<file path="src/rtl/ifc_field_monitor.sv">
// Multi-channel offset-field generator with a registered self-check and a
// fixed-length run window that reports pass/fail and a saturating mismatch count.
module ifc_field_monitor #(
    parameter int unsigned NCHAN       = 2,
    parameter int unsigned WIDTH       = 32,
    parameter int unsigned NFIELDS     = 2,
    parameter int unsigned OFFSET_STEP = 100,
    parameter int unsigned RUN_CYCLES  = 20,
    localparam int unsigned CW         = (NCHAN > 1) ? $clog2(NCHAN) : 1
) (
    input  logic                             clk,
    input  logic                             rst_n,
    input  logic                             start,
    input  logic [NCHAN*WIDTH-1:0]           chan_value,
    input  logic [NCHAN-1:0]                 chan_valid,
    input  logic [NCHAN-1:0]                 fault_inj,
    output logic [NCHAN*NFIELDS*WIDTH-1:0]   fields_out,
    output logic [NCHAN-1:0]                 fields_valid,
    output logic [7:0]                       err_count,
    output logic [CW-1:0]                    first_err_chan,
    output logic [1:0]                       state,
    output logic                             done,
    output logic                             pass
);
    localparam int unsigned TW = (RUN_CYCLES > 1) ? $clog2(RUN_CYCLES) : 1;

    typedef enum logic [1:0] {
        StIdle = 2'd0,
        StRun  = 2'd1,
        StPass = 2'd2,
        StFail = 2'd3
    } state_e;

    state_e                           state_q, state_d;
    logic [TW-1:0]                    cnt_q, cnt_d;
    logic [7:0]                       err_q, err_d;
    logic [CW-1:0]                    first_q, first_d;
    logic [NCHAN*NFIELDS*WIDTH-1:0]   fields_q, fields_d;
    logic [NCHAN-1:0]                 valid_q;
    logic [NCHAN*WIDTH-1:0]           value_q;
    logic [NCHAN-1:0]                 mism_q, mism_d;
    logic [31:0]                      n_mism;
    logic [31:0]                      err_sum;
    logic [7:0]                       err_sat;
    logic [CW-1:0]                    first_idx;

    // Offset is formed in 64 bits so wide fields see the full product before truncation.
    function automatic logic [WIDTH-1:0] field_offset(input int unsigned k);
        return WIDTH'(64'(k + 1) * 64'(OFFSET_STEP));
    endfunction

    always_comb begin
        fields_d = '0;
        for (int c = 0; c < NCHAN; c++) begin
            for (int k = 0; k < NFIELDS; k++) begin
                fields_d[(c*NFIELDS+k)*WIDTH +: WIDTH] = chan_value[c*WIDTH +: WIDTH]
                    + field_offset(k) + WIDTH'(fault_inj[c] && (k == 0));
            end
        end
    end

    // Re-derive every field from the delayed value copy; only valid channels can mismatch.
    always_comb begin
        mism_d = '0;
        for (int c = 0; c < NCHAN; c++) begin
            for (int k = 0; k < NFIELDS; k++) begin
                if (valid_q[c] && (fields_q[(c*NFIELDS+k)*WIDTH +: WIDTH]
                        != value_q[c*WIDTH +: WIDTH] + field_offset(k))) begin
                    mism_d[c] = 1'b1;
                end
            end
        end
    end

    always_comb begin
        n_mism    = '0;
        first_idx = '0;
        for (int c = 0; c < NCHAN; c++) begin
            n_mism = n_mism + {31'b0, mism_q[c]};
        end
        for (int c = int'(NCHAN) - 1; c >= 0; c--) begin
            if (mism_q[c]) begin
                first_idx = CW'(c);
            end
        end
        err_sum = {24'b0, err_q} + n_mism;
        err_sat = (err_sum > 32'd255) ? 8'hFF : err_sum[7:0];
    end

    always_comb begin
        state_d = state_q;
        cnt_d   = cnt_q;
        err_d   = err_q;
        first_d = first_q;
        unique case (state_q)
            StIdle, StPass, StFail: begin
                if (start) begin
                    state_d = StRun;
                    cnt_d   = '0;
                    err_d   = '0;
                    first_d = '0;
                end
            end
            StRun: begin
                err_d = err_sat;
                // err_q is zero until the first counted mismatch, marking the capture cycle.
                if ((err_q == 8'd0) && (|mism_q)) begin
                    first_d = first_idx;
                end
                if (cnt_q == TW'(RUN_CYCLES - 1)) begin
                    state_d = (err_sat == 8'd0) ? StPass : StFail;
                end else begin
                    cnt_d = cnt_q + TW'(1);
                end
            end
            default: state_d = StIdle;
        endcase
    end

    always_ff @(posedge clk) begin
        if (!rst_n) begin
            state_q  <= StIdle;
            cnt_q    <= '0;
            err_q    <= '0;
            first_q  <= '0;
            fields_q <= '0;
            valid_q  <= '0;
            value_q  <= '0;
            mism_q   <= '0;
        end else begin
            state_q  <= state_d;
            cnt_q    <= cnt_d;
            err_q    <= err_d;
            first_q  <= first_d;
            fields_q <= fields_d;
            valid_q  <= chan_valid;
            value_q  <= chan_value;
            mism_q   <= mism_d;
        end
    end

    assign fields_out     = fields_q;
    assign fields_valid   = valid_q;
    assign err_count      = err_q;
    assign first_err_chan = first_q;
    assign state          = state_q;
    assign done           = (state_q == StPass) || (state_q == StFail);
    assign pass           = (state_q == StPass);

endmodule

</file>
<file path="config.mk">
export PLATFORM = sky130hd
export DESIGN_NAME = ifc_field_monitor
export DESIGN_NICKNAME = d
export VERILOG_FILES = /design/src/rtl/ifc_field_monitor.sv
export SDC_FILE = /design/constraint.sdc
export NUM_CORES = 1
export LEC_CHECK = 0
export ABC_AREA = 1
export CORE_UTILIZATION = 35
export DETAILED_ROUTE_END_ITERATION = 6
export DONT_BUFFER_PORTS = 1
export GPL_TIMING_DRIVEN = 0
export SLEW_MARGIN = 20
export SYNTH_ARGS = -nofsm -noshare
export SYNTH_HDL_FRONTEND = slang
export SYNTH_SLANG_ARGS = --single-unit
</file>
<file path="constraint.sdc">
create_clock -name clk -period 2.3 [get_ports clk]
set_input_delay 0.345 -clock clk [delete_from_list [all_inputs] [get_ports clk]]
set_output_delay 0.345 -clock clk [all_outputs]
set_load 0.1 [all_outputs]
</file>
==> qor.yml <==
worstSetupPathType: "flop to flop"
yosysWarnings: 0
cts.path.max_buffers: 3
clock_latency_ns: 0.53
end_kind: "flop"
ys_ff_latch: 206
slew_headroom: 0.2196
netlist_area_sq_um: 12590
clock.fmax_mhz: 416.5
final_nets: 2175
die_w_um: 191.7
initial_core_util: 0.3548
seq_area_sq_um: 4288
leakagePower_uw: 0.007000
timing.final.ws_setup_ns: -0.1012
grt_max_degree: 13
required_ns: 2.71
worstMarginPinSlew_ns: 1.169
grt_antenna_before_repair: 0
final-max-slew-violation-count: 0
die_h_um: 191.7
setup_violations: 1
rows: 69
ys_seq_area_frac: 0.3276
reg2reg_slack_ns: -0.10
holdCritStartpoint: "chan_value[56]"
via_per_inst: 4.989
internal_power_uw: 6542
h-tree-depth: 1
place_congestion: 1.005
dieArea_sq_um: 36730
tritoncts: "yes"
final_util: 0.4318
n_antenna_cell: 0
violations: "negative setup slack"
mostFrequentLayoutCells: "nand2_1, inv_1, nor2_1"
grt_overflow: 0
drt_wl_total_um: 46980
synth_area_per_cell_sq_um: 6.316
cp_max_fo: 5
r2r-end: "mism_q[0]$_SDFF_PN0_"
p_clk_frac: 0.374
dp_hpwl_um: 36300
clk_pin_slew_ns: 0.06
final_common_cell: "nand2_1"
hold_class: "input port to flop"
cts-root-buf: "clkbuf_16"
grt_usage: 0.2497
multi_input_area_sq_um: 7570
worstReg2RegStart: "value_q[13]$_SDFF_PN0_"
drt-initial-drc-count: 787
fin_area_sq_um: 15320
cts_inserted_buffers: 25
powerDensity_nw_per_um2: 665.8
drc_errors: 0
grt_pass1_vias: 12200
synthFlopType: "dfxtp_1"
drt_first_pass_iters: 5
finalClockSkew_ns: 0.01801
placed_area_sq_um: 13170
fin_crit_sh: 1.044
drive_gt1_frac: 0.1428
rsz0062_at_grt: "true"
drv_cap: 0
grt_pass1_wl_um: 69210
hold_viol_final: 0
peakVddDrop_v: 0.0006126
post_drt_wl_per_cell_um: 18.29
synth_edf_count: 0
pin_count: 214
synthCells: 1993
postRouteAntennaNets: 0
crit_end: "mism_q[0]$_SDFF_PN0_"
synth.distinct_cells: 47
critPathLaunch: "value_q[13]$_SDFF_PN0_"
whs_ns: 0.01518
synthToLayoutAreaGrowth_pct: 21.71
synthesis.nets: 2077
finalCriticalPeriod_ns: 2.401
synth_async_sr_flop_share: 0
crit_arrival_ns: 2.81
vias: 12820
fillers: 3685
startpoint_type: "flop"
pwr-share-seq: 0.492
finalPower_uw: 10200
cts.sinks: 206
netSwitchingFraction: 0.3587
coreArea_sq_um: 35480
comb_power_share: 0.134
numPortBuffers: 0
status: "finished, violations left"
switchingPower_uw: 3659
reg2reg_depth: 15
-- cells in the mapped netlist (all sizes together), types with 2 or more instances --
library cell,count,share of area
a21oi,93,0.037
buf,24,0.011
or2,4,0.0020
inv,313,0.093
a311oi,2,0.0014
o21ai,96,0.038
a31oi,4,0.0020
nand3,97,0.039
clkbuf,20,0.0061
a211oi,4,0.0024
a21o,4,0.0024
ha,12,0.012
nand3b,18,0.011
nor2,275,0.089
xor2,86,0.060
nor3b,2,0.0012
nand2,582,0.17
nor4,9,0.0045
o21bai,6,0.0036
dfxtp,206,0.33
nor3,44,0.020
xnor2,50,0.035
o21a,3,0.0018
xnor3,3,0.0054
nand4,25,0.012
and2,4,0.0020
-- logic make-up after synthesis --
group,share of synthesized area
AO/OA/AOI/OAI,0.09274
buffers and inverters,0.1107
XOR/XNOR,0.09999
flip-flops,0.3276
AND/OR/NAND/NOR,0.3554
adder cells (fa/ha/maj),0.01352
-- per-stage QoR --
| stage | worst slack, ns | setup TNS [ns] | std cells |
|---|---|---|---|
| 6_report | -0.1012 | -0.1012 | 2569 |
| 3_3_place_gp | -0.5081 | -4.782 | 2454 |
| 3_5_place_dp | -0.5272 | -5.281 | 2454 |
| 5_1_grt | -0.09912 | -0.1220 | 2569 |
| 4_1_cts | -0.01847 | -0.01847 | 2564 |
| 2_1_floorplan | 0.01568 | 0 | 1993 |
-- metal layers --
metal,up-vias,share of wire,GRT usage
met5,-,0,0
met4,0,0.041,0.1084
met3,103,0.099,0.06870
met2,514,0.45,0.4104
met1,5816,0.41,0.3041
li1,6384,-,-
-- how the worst min path moves through the flow --
stage                                      endpoint  slack [ns]  cells after the start
after CTS                 fields_out[26]$_SDFF_PN0_     0.00003                      2
after detailed placement  fields_out[35]$_SDFF_PN0_        0.42                      1
after global placement    fields_out[35]$_SDFF_PN0_        0.42                      1
final                     fields_out[88]$_SDFF_PN0_        0.02                      2
after global routing      fields_out[93]$_SDFF_PN0_       0.003                      2
after floorplan           fields_out[35]$_SDFF_PN0_        0.42                      1
-- critical path, cell delays in order, from the launching register on --
cell and delay, ns:
dfxtp_1 0.44, nand2_1 0.20, nor2_4 0.21, nand2_1 0.19, nor2_1 0.20, nand2_1 0.07
nand2_1 0.07, nand2_1 0.05, nand2_1 0.06, nand2_1 0.05, inv_1 0.05, nand2_1 0.04
nor2_1 0.22, nand3_1 0.17, nor2_4 0.18, nor2_1 0.08
-- cell type report --
class / instances / area share
Buffer: 44 / 0.01486
Clock buffer: 37 / 0.04843
Clock inverter: 7 / 0.003348
Inverter: 313 / 0.07668
Multi-Input combinational cell: 1430 / 0.4941
Sequential cell: 206 / 0.2799
Tap cell: 461 / 0.03765
Timing Repair Buffer: 71 / 0.04508
-- sequential cells by signal, indices dropped and copies added, names as in the netlist --
register / flops
cnt_q: 5
err_count: 8
fields_out: 128
fields_valid: 2
first_err_chan: 1
mism_q: 2
state: 2
value_q: 58
-- power by group through the flow --
stage,Clock (uW),Combinational [uW],Sequential [uW]
6_report,3810,1370,5020
5_1_grt,4060,1520,5040
4_1_cts,3880,1320,5010
3_5_place_dp,0,1180,5070
3_3_place_gp,0,1160,5070
2_1_floorplan,0,923,4950
-- timing repair --
| item | 4_1_cts | 5_1_grt |
|---|---|---|
| resized for setup | 125 | 126 |
| setup buffers | 4 | 4 |
| gates cloned | 0 | 0 |
| setup endpoints to repair | 20 | 19 |
| hold buffers | 62 | 1 |
| pin swaps | 9 | 17 |
| endpoints found under the hold margin | 118 | 1 |
No activity file was read; power rests on OpenSTA's default activity.
